`src/rtl/gpio_input_port.sv`:
```
// Input GPIO peripheral: synchronises and debounces switches/buttons, latches press events, and serves a
// registered read-only register window. Optional registered button interrupt under `GPIO_IN_IRQ_EN.
module gpio_input_port #(
    parameter int DEBOUNCE_CYCLES = 500000,
    parameter int NUM_SW          = 16,
    parameter int NUM_BTN         = 5
) (
    input  logic               clk,
    input  logic               n_rst,
    input  logic [NUM_SW-1:0]  SW,
    input  logic [NUM_BTN-1:0] BTN,
    input  logic               rd_en,
    input  logic [1:0]         rd_addr,
    output logic [31:0]        rd_data,
    output logic               rd_valid,
    output logic               btn_irq
);

    localparam int CW = (DEBOUNCE_CYCLES > 1) ? $clog2(DEBOUNCE_CYCLES) : 1;
    localparam logic [CW-1:0] CNT_MAX = CW'(DEBOUNCE_CYCLES - 1);

    logic [NUM_SW-1:0]  sw_sync1, sw_sync2, sw_stable, sw_stable_nxt;
    logic [NUM_BTN-1:0] btn_sync1, btn_sync2, btn_stable, btn_stable_nxt;
    logic [CW-1:0]      sw_cnt      [NUM_SW];
    logic [CW-1:0]      sw_cnt_nxt  [NUM_SW];
    logic [CW-1:0]      btn_cnt     [NUM_BTN];
    logic [CW-1:0]      btn_cnt_nxt [NUM_BTN];
    logic [NUM_BTN-1:0] btn_event, event_clr, event_nxt;
    logic [31:0]        rd_word;

    // Any sample that agrees with the debounced level restarts the count, so glitches never accumulate.
    always_comb begin
        sw_stable_nxt = sw_stable;
        sw_cnt_nxt    = sw_cnt;
        for (int i = 0; i < NUM_SW; i++) begin
            if (sw_sync2[i] == sw_stable[i]) begin
                sw_cnt_nxt[i] = '0;
            end else if (sw_cnt[i] == CNT_MAX) begin
                sw_stable_nxt[i] = sw_sync2[i];
                sw_cnt_nxt[i]    = '0;
            end else begin
                sw_cnt_nxt[i] = sw_cnt[i] + CW'(1);
            end
        end
    end

    always_comb begin
        btn_stable_nxt = btn_stable;
        btn_cnt_nxt    = btn_cnt;
        for (int i = 0; i < NUM_BTN; i++) begin
            if (btn_sync2[i] == btn_stable[i]) begin
                btn_cnt_nxt[i] = '0;
            end else if (btn_cnt[i] == CNT_MAX) begin
                btn_stable_nxt[i] = btn_sync2[i];
                btn_cnt_nxt[i]    = '0;
            end else begin
                btn_cnt_nxt[i] = btn_cnt[i] + CW'(1);
            end
        end
    end

    // A press landing on the clearing read re-sets its bit: set has priority over clear.
    always_comb begin
        event_clr = (rd_en && rd_addr == 2'd2) ? btn_event : '0;
        event_nxt = (btn_event & ~event_clr) | (btn_stable_nxt & ~btn_stable);
    end

    always_comb begin
        case (rd_addr)
            2'd0:    rd_word = 32'(sw_stable);
            2'd1:    rd_word = 32'(btn_stable);
            2'd2:    rd_word = 32'(btn_event);
            default: rd_word = {30'b0, |btn_event, |btn_stable};
        endcase
    end

    always_ff @(posedge clk) begin
        if (!n_rst) begin
            sw_sync1   <= '0;
            sw_sync2   <= '0;
            sw_stable  <= '0;
            btn_sync1  <= '0;
            btn_sync2  <= '0;
            btn_stable <= '0;
            btn_event  <= '0;
            rd_data    <= '0;
            rd_valid   <= 1'b0;
            for (int i = 0; i < NUM_SW; i++) begin
                sw_cnt[i] <= '0;
            end
            for (int i = 0; i < NUM_BTN; i++) begin
                btn_cnt[i] <= '0;
            end
        end else begin
            sw_sync1   <= SW;
            sw_sync2   <= sw_sync1;
            sw_stable  <= sw_stable_nxt;
            sw_cnt     <= sw_cnt_nxt;
            btn_sync1  <= BTN;
            btn_sync2  <= btn_sync1;
            btn_stable <= btn_stable_nxt;
            btn_cnt    <= btn_cnt_nxt;
            btn_event  <= event_nxt;
            rd_valid   <= rd_en;
            if (rd_en) begin
                rd_data <= rd_word;
            end
        end
    end

`ifdef GPIO_IN_IRQ_EN
    always_ff @(posedge clk) begin
        if (!n_rst) begin
            btn_irq <= 1'b0;
        end else begin
            btn_irq <= |event_nxt;
        end
    end
`else
    assign btn_irq = 1'b0;
`endif

endmodule
```
`config.mk`:
```
export PLATFORM = sky130hd
export DESIGN_NAME = gpio_input_port
export DESIGN_NICKNAME = d
export VERILOG_FILES = /design/src/rtl/gpio_input_port.sv
export SDC_FILE = /design/constraint.sdc
export NUM_CORES = 1
export LEC_CHECK = 0
export ABC_AREA = 1
export BUFFER_PORTS_ARGS = -buffer_cell sky130_fd_sc_hd__buf_4
export CORE_MARGIN = 2
export CORE_UTILIZATION = 61
export CTS_CLUSTER_SIZE = 16
export DETAILED_ROUTE_END_ITERATION = 8
export PLACE_DENSITY = 0.78
export SLEW_MARGIN = 5
export SYNTH_ARGS = -nofsm -noshare
export SYNTH_HDL_FRONTEND = slang
export SYNTH_SLANG_ARGS = --single-unit
```
`constraint.sdc`:
```
create_clock -name clk -period 1.83 [get_ports clk]
set_input_delay 0.366 -clock clk [delete_from_list [all_inputs] [get_ports clk]]
set_output_delay 0.366 -clock clk [all_outputs]
set_load 0.02 [all_outputs]
```
==> results.md <==
- Number of nets in the layout: approximately 3700
- DR vias: 21500
- Cell Area, Synth: 23700 sq um
- Worst setup path class: register to register
- Min-Delay Path Depth: 3
- Num rows: 72
- Power Dens Cells: 822 nW/um^2
- XOR/XNOR share of the synthesized area: 5.35%
- DR vias/cell: roughly 5.1
- Critical-path cell list: ha_1 -> inv_1 -> nor2_4 -> nand3_1 -> nor2_2 -> nor2_2 -> inv_4 -> nor2_1
- Cells after Synth: between 3000 and 4000
- Count leader, synth: nand2_1
- GRT overflow: 0
- Synthesized flop and latch total: 484
- Max cap viols: 0
- Final hold slack: about 0.032 ns
- P_leak: 9.56 nW
- Post-synth top flop: dfxtp_1
- Overall routing resource usage: 24.6%
- Synth Area in Adders: between 1 and 1.5%
- Post-DP Area: 24700 sq um
- Worst path slowest cell: dfxtp_1
- IO buf count: 42
- Run status: finished clean
- Layout cells sized above 1: slightly above 8%
- Root Buffer Master: clkbuf_16
- Ys async rst share: 0%
- First-pass GRT wire length: 86800 um
- Worst-path clk slew: roughly 0.06 ns
- Total CTS buffers: 51
- Maximum vdd drop: 0.000931 V
- DRT iter0 DRCs: 1200
- Pin count of the biggest net entering global routing: 23
- Syn. warnings: 0
- Largest family of logic cells by synthesized area: simple AND/OR/NAND/NOR gates
- Hold EP: sw_sync1[9]
- Detailed Place HPWL: 36300 um
- CTS Buffer Depth: 3
- Yosys cell types: 40
- Number of inserted diodes: 0
- Post-synthesis sequential area ratio: 40.8%
- Post-layout minimum cycle time: 1.68 ns
- Number of top-level pins: 60
- Residual DRC: 0
- Post-synth EDFFs: 0
- Worst Hold Launch: SW[9]
- Final TNS setup: 0 ns
- Post-Synth Simple-Gate Area: 40.3%
- CORE AREA: 38600 sq um
- Initial core utilization: 61.6%
- First-pass iteration count of the detailed router: 7
- Initial antenna violation count: 0
- Synth top area share: 40.8%
- Area Overhead vs Synth: 12.7%
- WP data required: 2.31 ns
- Number of fill cells in the layout: about 3300
- Final worst slack: 0.150 ns
- Clock sinks: between 400 and 500
- FF+latch area: ~9700 sq um
- Setup crit start kind: register
- Final setup fails: 0
- Register-to-Register Path Depth: 8
- Setup WS pre-CTS: 0.169 ns
- Compound-Gate Fraction of Synth Area: ~4.7%
- Die area: slightly above 40000 sq um
- Hold Vio Cnt, Final: 0
- Antenna-violating nets left: 0
- Footprint of the multi-input gates: 12300 sq um
- Placer congestion estimate: 0.928
- Total power: 22.0 mW
- Part of the cycle the worst path needs: 91.8%
- Crit Reg-Reg Startpoint: btn_cnt[38]
- CTS tree: built
- Worst Path Max Fanout: 16
- WL per Instance: between 10 and 15 um
- Post-synthesis mux area share: 0%
- Final Slew Violations: 0
- CP Capture Type: register
- Top cells by count, synth: nand2_1, nor2_1, dfxtp_1
- Area leader, netlist: dfxtp_1
- Die width: 201 um
- Slowest stage delay, CP: 0.42 ns
- CP arrival: 2.16 ns
- Die H: 201 um
- Design Area, Final: 26700 sq um
- Reg2reg setup slack: roughly 0.15 ns
- HP Class: input pin to register
- Reg-to-Reg End: btn_cnt[47]
- Worst skew pair latency: 0.60 ns
- Final wirelength: 50200 um
- Most used cell along the critical path: nor2_2
- Largest cells by area after synthesis: dfxtp_1, nand2_1, nor2_1, inv_1, nand3_1
- Vias in the first global route: 20300
- Clock H-tree levels: 2
- Fmax: 595 MHz
- Mapped Avg Cell Area: 6.78 sq um
- Layout Skew: 0.0253 ns
## worst max path at each step
stage	from	end	slack (ns)
3_5_place_dp	n_rst	sw_cnt[103]	0.17
6_report	btn_cnt[38]	btn_cnt[47]	0.15
5_1_grt	sw_cnt[57]	sw_cnt[66]	-0.03
3_3_place_gp	n_rst	sw_cnt[102]	0.22
2_1_floorplan	btn_cnt[38]	btn_cnt[38]	0.34
4_1_cts	btn_cnt[38]	btn_cnt[50]	0.16
## final cells by class
type / instances / share of cell area, %
Clock inverter: 25 / 1.25
Timing Repair Buffer: 97 / 3.19
Inverter: 392 / 5.51
Multi-Input combinational cell: 2590 / 46.0
Tap cell: 518 / 2.42
Sequential cell: 484 / 36.2
Clock buffer: 67 / 5.41
## stage by stage
step,instances,util [%]
2_1_floorplan,3519,-
4_1_cts,4173,69.3
5_1_grt,4173,69.4
3_3_place_gp,4061,64.2
6_report,4173,69.4
3_5_place_dp,4061,64.2
## worst max-delay path, delay by kind of cell (launching register included)
kind	cells	cell delay (ns)
AND/OR/NAND/NOR	5	0.63
flip-flops	1	0.42
buffers and inverters	2	0.27
adder cells (fa/ha/maj)	1	0.26
## what timing repair did
item	4_1_cts	5_1_grt
setup buffers	0	0
endpoints found under the hold margin	20	0
resized for setup	0	3
endpoints found under the setup margin	0	5
hold buffers	20	0
## flip-flops by register name, summed over array words and instances (netlist names)
signal,flops
sw_cnt,304
sw_stable,16
btn_cnt,95
btn_sync2,5
rd_valid,1
btn_sync1,5
btn_stable,5
sw_sync1,16
rd_data,16
btn_event,5
sw_sync2,16
## cells in the final DEF (no fill, tap or decap), types with 21 or more instances in the layout
| cell type | Yosys | routed |
|---|---|---|
| or2_0 | 29 | 29 |
| ha_1 | 21 | 21 |
| or2_2 | 29 | 29 |
| nand2_1 | 919 | 919 |
| nand3b_1 | 35 | 35 |
| o21ai_0 | 32 | 32 |
| buf_4 | 34 | 71 |
| dfxtp_1 | 484 | 484 |
| nor2_2 | 21 | 21 |
| xnor2_1 | 42 | 42 |
| nor2_1 | 723 | 723 |
| xor2_1 | 103 | 103 |
| a21oi_1 | 170 | 170 |
| nand3_1 | 209 | 209 |
| nand4_1 | 80 | 80 |
| nand2_2 | 27 | 25 |
| clkbuf_16 | 0 | 52 |
| nor3_1 | 53 | 53 |
| inv_1 | 382 | 382 |
## power breakdown
part	switching [mW]	internal [mW]	leakage, nW	total (mW)
Clock	4.28	6.56	0.879	10.8
Sequential	0.0463	10.6	3.91	10.7
Combinational	0.299	0.180	4.77	0.480
Total	4.63	17.4	9.56	22.0
## layer usage
layer	track usage [%]	routed length [um]
met1	30.0	22700
met2	44.5	24200
met3	3.24	2000
met4	9.03	1320
met5	0	0
## logic make-up (layout without fill, tap and decap cells)
group	after synthesis	after routing
buffers and inverters	445	581
other	1	17
flip-flops	484	484
adder cells (fa/ha/maj)	21	21
AND/OR/NAND/NOR	2189	2189
AO/OA/AOI/OAI	218	218
XOR/XNOR	145	145
Note: power is estimated with default switching activity, not from simulation.
